==> src/rtl/uart_program_loader.sv <==
// Boot loader: receives a length-prefixed program image over 8N1 UART and writes
// little-endian 32-bit words into instruction memory, holding the core until done.
module uart_program_loader #(
  parameter int unsigned CLKS_PER_BIT = 868,
  parameter int unsigned MAX_WORDS    = 1024
) (
  input  logic        clk,
  input  logic        rst,
  input  logic        rx,
  output logic        imem_we,
  output logic [31:0] imem_addr,
  output logic [31:0] imem_wdata,
  output logic        cpu_hold,
  output logic        load_done,
  output logic        frame_error
);

  localparam int unsigned Half = CLKS_PER_BIT / 2;
  localparam int unsigned CntW = $clog2(CLKS_PER_BIT);
  localparam logic [CntW-1:0] BitLast  = CntW'(CLKS_PER_BIT - 1);
  localparam logic [CntW-1:0] HalfLast = CntW'(Half - 1);
  localparam logic [31:0] MaxWords = 32'(MAX_WORDS);

  typedef enum logic [1:0] {RxIdle, RxStart, RxData, RxStop} rx_state_e;
  typedef enum logic [1:0] {LLen, LData, LDone, LErr} ld_state_e;

  logic            rx_meta_q, rx_s_q, rx_prev_q;
  rx_state_e       rx_state_q, rx_state_d;
  logic [CntW-1:0] cnt_q, cnt_d;
  logic [2:0]      bit_cnt_q, bit_cnt_d;
  logic [7:0]      shift_q, shift_d;
  logic            byte_valid_q, byte_valid_d;
  logic            frame_err;

  ld_state_e       ld_state_q, ld_state_d;
  logic [1:0]      byte_cnt_q, byte_cnt_d;
  logic [31:0]     asm_q, asm_d;
  logic [31:0]     n_q, n_d;
  logic [31:0]     words_q, words_d;
  logic            we_q, we_d;
  logic [31:0]     addr_q, addr_d;
  logic [31:0]     wdata_q, wdata_d;
  logic [31:0]     full_word;

  // Receiver: all timing is counted from the synchronized line rx_s_q.
  always_comb begin
    rx_state_d   = rx_state_q;
    cnt_d        = cnt_q + 1'b1;
    bit_cnt_d    = bit_cnt_q;
    shift_d      = shift_q;
    byte_valid_d = 1'b0;
    frame_err    = 1'b0;
    case (rx_state_q)
      RxIdle: begin
        cnt_d = '0;
        if (!rx_s_q && rx_prev_q) rx_state_d = RxStart;
      end
      RxStart: begin
        if (cnt_q == HalfLast) begin
          cnt_d      = '0;
          bit_cnt_d  = 3'd0;
          rx_state_d = rx_s_q ? RxIdle : RxData;
        end
      end
      RxData: begin
        if (cnt_q == BitLast) begin
          cnt_d     = '0;
          shift_d   = {rx_s_q, shift_q[7:1]};
          bit_cnt_d = bit_cnt_q + 3'd1;
          if (bit_cnt_q == 3'd7) rx_state_d = RxStop;
        end
      end
      RxStop: begin
        if (cnt_q == BitLast) begin
          cnt_d      = '0;
          rx_state_d = RxIdle;
          if (rx_s_q) byte_valid_d = 1'b1;
          else        frame_err    = 1'b1;
        end
      end
      default: rx_state_d = RxIdle;
    endcase
  end

  // Each new byte lands in the top lane so the first byte ends up in bits [7:0].
  assign full_word = {shift_q, asm_q[31:8]};

  always_comb begin
    ld_state_d = ld_state_q;
    byte_cnt_d = byte_cnt_q;
    asm_d      = asm_q;
    n_d        = n_q;
    words_d    = words_q;
    we_d       = 1'b0;
    addr_d     = addr_q;
    wdata_d    = wdata_q;
    if (we_q) begin
      addr_d  = addr_q + 32'd4;
      words_d = words_q + 32'd1;
    end
    case (ld_state_q)
      LLen: begin
        if (frame_err) begin
          ld_state_d = LErr;
        end else if (byte_valid_q) begin
          asm_d      = full_word;
          byte_cnt_d = byte_cnt_q + 2'd1;
          if (byte_cnt_q == 2'd3) begin
            n_d = full_word;
            if (full_word == 32'd0)          ld_state_d = LDone;
            else if (full_word > MaxWords)   ld_state_d = LErr;
            else                             ld_state_d = LData;
          end
        end
      end
      LData: begin
        if (frame_err) begin
          ld_state_d = LErr;
        end else begin
          if (byte_valid_q) begin
            asm_d      = full_word;
            byte_cnt_d = byte_cnt_q + 2'd1;
            if (byte_cnt_q == 2'd3) begin
              we_d    = 1'b1;
              wdata_d = full_word;
            end
          end
          if (we_q && (words_q + 32'd1 == n_q)) ld_state_d = LDone;
        end
      end
      default: ;
    endcase
  end

  always_ff @(posedge clk) begin
    if (rst) begin
      rx_meta_q    <= 1'b1;
      rx_s_q       <= 1'b1;
      rx_prev_q    <= 1'b1;
      rx_state_q   <= RxIdle;
      cnt_q        <= '0;
      bit_cnt_q    <= 3'd0;
      shift_q      <= 8'd0;
      byte_valid_q <= 1'b0;
      ld_state_q   <= LLen;
      byte_cnt_q   <= 2'd0;
      asm_q        <= 32'd0;
      n_q          <= 32'd0;
      words_q      <= 32'd0;
      we_q         <= 1'b0;
      addr_q       <= 32'd0;
      wdata_q      <= 32'd0;
    end else begin
      rx_meta_q    <= rx;
      rx_s_q       <= rx_meta_q;
      rx_prev_q    <= rx_s_q;
      rx_state_q   <= rx_state_d;
      cnt_q        <= cnt_d;
      bit_cnt_q    <= bit_cnt_d;
      shift_q      <= shift_d;
      byte_valid_q <= byte_valid_d;
      ld_state_q   <= ld_state_d;
      byte_cnt_q   <= byte_cnt_d;
      asm_q        <= asm_d;
      n_q          <= n_d;
      words_q      <= words_d;
      we_q         <= we_d;
      addr_q       <= addr_d;
      wdata_q      <= wdata_d;
    end
  end

  assign imem_we     = we_q;
  assign imem_addr   = addr_q;
  assign imem_wdata  = wdata_q;
  assign cpu_hold    = (ld_state_q != LDone);
  assign load_done   = (ld_state_q == LDone);
  assign frame_error = (ld_state_q == LErr);

endmodule

==> config.mk <==
export PLATFORM = sky130hd
export DESIGN_NAME = uart_program_loader
export DESIGN_NICKNAME = d
export VERILOG_FILES = /design/src/rtl/uart_program_loader.sv
export SDC_FILE = /design/constraint.sdc
export NUM_CORES = 1
export LEC_CHECK = 0
export CORE_MARGIN = 2
export CORE_UTILIZATION = 50
export DETAILED_ROUTE_END_ITERATION = 10
export PLACE_DENSITY = 0.73
export SLEW_MARGIN = 0
export SYNTH_ARGS = -nofsm -noshare
export SYNTH_HDL_FRONTEND = slang
export SYNTH_SLANG_ARGS = --single-unit
==> constraint.sdc <==
create_clock -name clk -period 4.4 [get_ports clk]
set_input_delay 0.66 -clock clk [delete_from_list [all_inputs] [get_ports clk]]
set_output_delay 0.66 -clock clk [all_outputs]
set_load 0.03 [all_outputs]
==> results of run 1 <==
[power groups by stage]
stage / sequential (mW) / clock, mW / combinational, mW
final: 1.65 / 1.49 / 0.0354
after global routing: 1.65 / 1.58 / 0.0396
after CTS: 1.65 / 1.52 / 0.0357
after detailed placement: 1.69 / 0 / 0.0353
after global placement: 1.69 / 0 / 0.0357
after floorplan: 1.69 / 0 / 0.0296
[stage by stage]
step           cells  utilization  power, mW  area, um2  hold slack, ps
4_1_cts         1218       0.5923      3.207       9374           419.8
3_3_place_gp    1187       0.5557      1.724       8795           392.7
3_5_place_dp    1187       0.5557      1.724       8795           400.4
6_report        1218       0.5923      3.180       9374           419.9
2_1_floorplan    956            -      1.717       8051           389.5
5_1_grt         1218       0.5923      3.274       9374           440.1
[final cells by class]
| class | count | area [um2] | share of cell area |
|---|---|---|---|
| timing repair buffer | 72 | 708.2 | 0.07555 |
| tap | 216 | 270.3 | 0.02883 |
| sequential | 182 | 3643 | 0.3887 |
| multi-input combinational | 707 | 4135 | 0.4411 |
| clock buffer | 21 | 470.5 | 0.05019 |
| inverter | 10 | 37.54 | 0.004004 |
| clock inverter | 10 | 108.9 | 0.01161 |
[cells by family after synthesis]
group	share of synthesized area
AO/OA/AOI/OAI	0.08349
XOR/XNOR	0.1110
adder cells (fa/ha/maj)	0.01088
other	0.0004660
buffers and inverters	0.03405
multiplexers	0.05597
AND/OR/NAND/NOR	0.2514
flip-flops	0.4527
[cell usage in the layout (no fill, tap or decap), types with 3 or more instances in the layout]
cell / instances
nand4_1: 25
or3_1: 15
nor3_1: 13
dfxtp_1: 182
a21oi_1: 71
or2_2: 4
nor4_1: 13
inv_1: 10
inv_6: 5
nor2_1: 141
clkbuf_16: 17
nor2b_1: 3
and3_1: 9
mux2i_1: 45
nand2b_1: 4
clkdlybuf4s50_1: 67
a22oi_1: 4
nand2_1: 150
and2_1: 5
and4_1: 4
xor2_1: 53
ha_1: 7
xnor2_1: 49
buf_4: 5
clkbuf_8: 3
o211ai_1: 3
nand3_1: 30
o21ai_0: 16
[flip-flops by register name (all words and copies together), names as in the netlist, named ones only]
register and flops:
imem_wdata 32, n_q 32, words_q 32, imem_addr 30, asm_q 24, cnt_q 10, shift_q 8, bit_cnt_q 3
byte_cnt_q 2, ld_state_q 2, byte_valid_q 1, imem_we 1, rx_meta_q 1, rx_prev_q 1, rx_s_q 1, rx_state_q 1
[cells in the mapped netlist (9+ instances only)]
library cell and instances:
dfxtp_1 182, nand2_1 150, nor2_1 141, a21oi_1 71
xor2_1 53, xnor2_1 49, mux2i_1 45, clkbuf_1 42
nand3_1 30, nand4_1 25, o21ai_0 16, or3_1 16
nor3_1 13, nor4_1 13, inv_1 10, and3_1 9
buf_2 9
[metal layers]
layer | GRT usage | vias to the layer above | routed length, um
met5 | 0 | - | 0
met4 | 0.06008 | 0 | 167
met1 | 0.2958 | 3032 | 8784
met3 | 0.05252 | 14 | 801
li1 | - | 3308 | -
met2 | 0.3422 | 125 | 8152
[path summary, 6_finish.rpt]
check / start / to / slack (ps)
hold reg to reg: rx_meta_q / rx_s_q / 420
setup / recovery: words_q[0] / ld_state_q[0] / 1310
setup reg to reg: words_q[0] / ld_state_q[0] / 1310
hold / removal: rx_meta_q / rx_s_q / 420
==> flow_summary.yaml, run 1 <==
route:
  vias: 6479
  wire_per_inst_um: 14.70
  drtIter0Drc: 435
  wl_mm: 17.91
  antenna_left: 0
  drtPass1Iterations: 6
  vias_per_cell: 5.319
  drc_errors: 0
clock_tree:
  clk_latency_ps: 420
  cts_buffer_depth: 2
  cts_max_level: 4
  cts_tree: "built"
  cts_buffers: 17
  cts_root_buf: "clkbuf_16"
  cts_resized: 0
  post-cts-setup-buffer-count: 0
  clock_sinks: 182
  path_clk_slew_ps: 70
  ctsHoldBuffers: 0
critical_path:
  end_kind: "register"
  startpoint_type: "register"
  max_stage_delay_ps: 540
  crit_fanout: 8
  reg2reg_depth: 8
  path_buf_inv: 0
  path_cells: "ha_1 > nand3_4 > or3_1 > or4_1 > a211o_1 > a2111oi_2 > nor4b_2 > a211oi_1"
  crit_cells: 8
  crit_family: "simple AND/OR/NAND/NOR gates"
  cp.arrival_ps: 3350
  crit_type: "reg -> reg"
  cp_slowest_cell: "or4_1"
  required_ps: 4660
die:
  io_pins: 71
  initial_utilization: 0.5085
  die-area_um2: 17130
  placementRows: 46
  die_h_um: 130.9
  core_um2: 15830
  die_x_um: 130.9
power:
  peakVddDrop_uv: 294.5
  p_switching_uw: 687.3
  p_leak_nw: 3.424
  swShare: 0.2161
  clockPowerShare: 0.470
  power.density_nw_per_um2: 339.2
  power.share.sequential: 0.519
  internal-power_mw: 2.493
  comb_power_share: 0.011
synth:
  synth_cell_type_count: 56
  ys.flop_type: "dfxtp_1"
  yosys_warnings: 0
  syn_area_um2: 8048
  syn_inst: 955
  synth_area_leaders: "dfxtp_1 45%, nand2_1 7.0%, nor2_1 6.6%, xor2_1 5.8%, mux2i_1 5.6%"
  ys_seq_area_frac: 0.4527
  ys_async_sr_fraction: 0
  yosys_register_bits: 182
  synth_edf_count: 0
  avgSynthCellArea_um2: 8.427
  yosys.area.top_type: "dfxtp_1"
  netlist.area_leader.share: 0.4527
global_routing:
  grt_use_total: 0.2162
  grt_antenna_before_repair: 0
  grt_overflow_total: 0
  grt_pass1_vias: 6062
  grt_max_degree: 102
  grt_pass1_wl_mm: 29.55
sta:
  setup_viol: 0
  slew_headroom: 0.1914
  fin_skew_ps: 8.202
  min_period_ps: 3086
  report.final.slew_viol_count: 0
  final.setup.tns_ps: 0
  rsz0062_at_grt: "no"
  finalCritPeriodShare: 0.7013
  final_hold_viol_count: 0
  fin_ws_ps: 1314
  max_freq_mhz: 324.1
  tightest_slew_ps: 1210
hold_path:
  hold_path_class: "reg -> reg"
  holdPathStages: 1
place:
  detailedPlace.worstSlack_ps: 1323
  dpl.hpwl_mm: 12.26
  place_congestion: 0.8718
  portBuffers: 68
finish:
  synthToLayoutAreaGrowth_pct: 16.48
  nFillCells: 1366
  antenna_cells: 0
  drive_above_1_share: 0.04990
  layout.nets: 1000
run:
  maxCapViolCount: 0
status:
  run_status: "finished, final reports clean"
Note: power is estimated with default switching activity, not from simulation.
==> run 2, diff against run 1 <==
Settings changed: PLACE_DENSITY 0.73 to 0.75.
Clock period 4.4 ns to 2.8 ns, I/O delays scaled along.
==> flow_summary.yaml, run 2 (synthesized netlist as in run 1, its figures left out) <==
die:
  die_h_um: 130.9
  io_pins: 71
  die_x_um: 130.9
  die-area_um2: 17130
  placementRows: 46
  core_um2: 15830
  initial_utilization: 0.5085
finish:
  layout.nets: 1039
  synthToLayoutAreaGrowth_pct: 20.74
  antenna_cells: 0
  utilization: 0.6139
  final_common_cell: "dfxtp_1"
  fin_area_um2: 9717
  drive_above_1_share: 0.09030
  mostFrequentLayoutCells: "180 x dfxtp_1, 150 x nand2_1, 141 x nor2_1, 71 x a21oi_1, 67 x clkdlybuf4s50_1"
critical_path:
  max_stage_delay_ps: 510
  cp_slowest_cell: "or4_1"
  cp.arrival_ps: 2950
  path_cells: "ha_4 > nand3_4 > or3_1 > or4_1 > a211o_1 > a2111oi_2 > nor4b_4 > a211oi_1"
  crit_fanout: 4
  crit_type: "reg -> reg"
  startpoint_type: "register"
  end_kind: "register"
  crit_family: "simple AND/OR/NAND/NOR gates"
  required_ps: 3090
  path_buf_inv: 0
clock_tree:
  clk_latency_ps: 430
  path_clk_slew_ps: 70
  cts_tree: "built"
  ctsHoldBuffers: 0
  cts_buffers: 17
  cts_root_buf: "clkbuf_16"
  cts_buffer_depth: 2
  clock_sinks: 182
  cts_max_level: 4
global_routing:
  grt_use_total: 0.2232
  grt_max_degree: 82
  grt_pass1_vias: 6247
  grt_antenna_before_repair: 0
  grt_overflow_total: 0
  grt_pass1_wl_mm: 30.33
route:
  vias_per_cell: 5.400
  drtIter0Drc: 582
  wl_mm: 18.59
  drc_errors: 0
  vias: 6788
  wire_per_inst_um: 14.79
  drtPass1Iterations: 6
  antenna_left: 0
hold_path:
  hold_path_class: "reg -> reg"
place:
  placed_area_um2: 9128
  place_congestion: 0.9633
  dpl.hpwl_mm: 12.96
  portBuffers: 68
sta:
  final_hold_viol_count: 0
  min_period_ps: 2661
  max_freq_mhz: 375.8
  final.setup.tns_ps: 0
  tightest_slew_ps: 499.1
  fin_skew_ps: 12.87
  finalCritPeriodShare: 0.9504
  slew_headroom: 0.6642
  report.final.slew_viol_count: 0
  setup_viol: 0
status:
  run_status: "finished, final reports clean"
power:
  internal-power_mw: 3.774
  peakVddDrop_uv: 435.0
  comb_power_share: 0.012
  p_leak_nw: 3.618
  power.density_nw_per_um2: 506.9
  power.share.sequential: 0.526
  clockPowerShare: 0.462
  p_switching_mw: 1.151
  swShare: 0.2338
run:
  maxCapViolCount: 0
[run 2: path summary, 6_finish.rpt]
check / slack, ps / end / depth (start not counted) / from
worst min register to register: 410 / rx_s_q / 1 / rx_meta_q
worst max register to register: 140 / ld_state_q[0] / 8 / words_q[0]
worst max-delay path: 140 / ld_state_q[0] / 8 / words_q[0]
worst min-delay path: 410 / rx_s_q / 1 / rx_meta_q
[run 2: stage by stage]
| stage | power [mW] | setup WS, ps | hold slack (ps) | instances |
|---|---|---|---|---|
| after floorplan | 2.699 | 4.528 | 389.5 | 956 |
| after global placement | 2.713 | 75.14 | 393.1 | 1226 |
| after detailed placement | 2.713 | 31.54 | 395.4 | 1226 |
| after CTS | 4.960 | 15.13 | 402.1 | 1257 |
| after global routing | 5.082 | -1.051 | 424.9 | 1257 |
| final | 4.926 | 138.8 | 411.8 | 1257 |
[run 2: power by group through the flow]
stage	clock network (mW)	logic (mW)	registers, mW
floorplan	0	0.0465	2.65
global placement	0	0.0602	2.65
detailed placement	0	0.0602	2.65
CTS	2.31	0.0602	2.59
global route	2.42	0.0660	2.59
finish	2.27	0.0596	2.59
[run 2: timing repair]
action	in CTS	in global routing
resized for setup	0	7
setup endpoints to repair	0	2
buffers inserted	0	0
[run 2: final cells by class]
class / instances / area (um2)
clock inverter: 14 / 138.9
multi-input combinational: 707 / 4160
sequential: 182 / 3646
fill: 1351 / 6111
clock buffer: 17 / 425.4
inverter: 10 / 37.54
timing repair buffer: 111 / 1039
tap: 216 / 270.3
[run 2: routing by layer]
metal  vias to the layer above  share of wire  track usage  wire (um)
met5                         -              0            0          0
met4                         0          0.012      0.07509        230
met3                        17          0.056      0.05252       1044
met2                       185           0.46       0.3459       8623
met1                      3204           0.47       0.3080       8687
li1                       3382              -            -          -
==> run 3, diff against run 2 <==
Settings changed: ABC_CLOCK_PERIOD_IN_PS set to 2800.
==> results of run 3 <==
No change in the layout: final DEF, timing and power equal those of run 2.
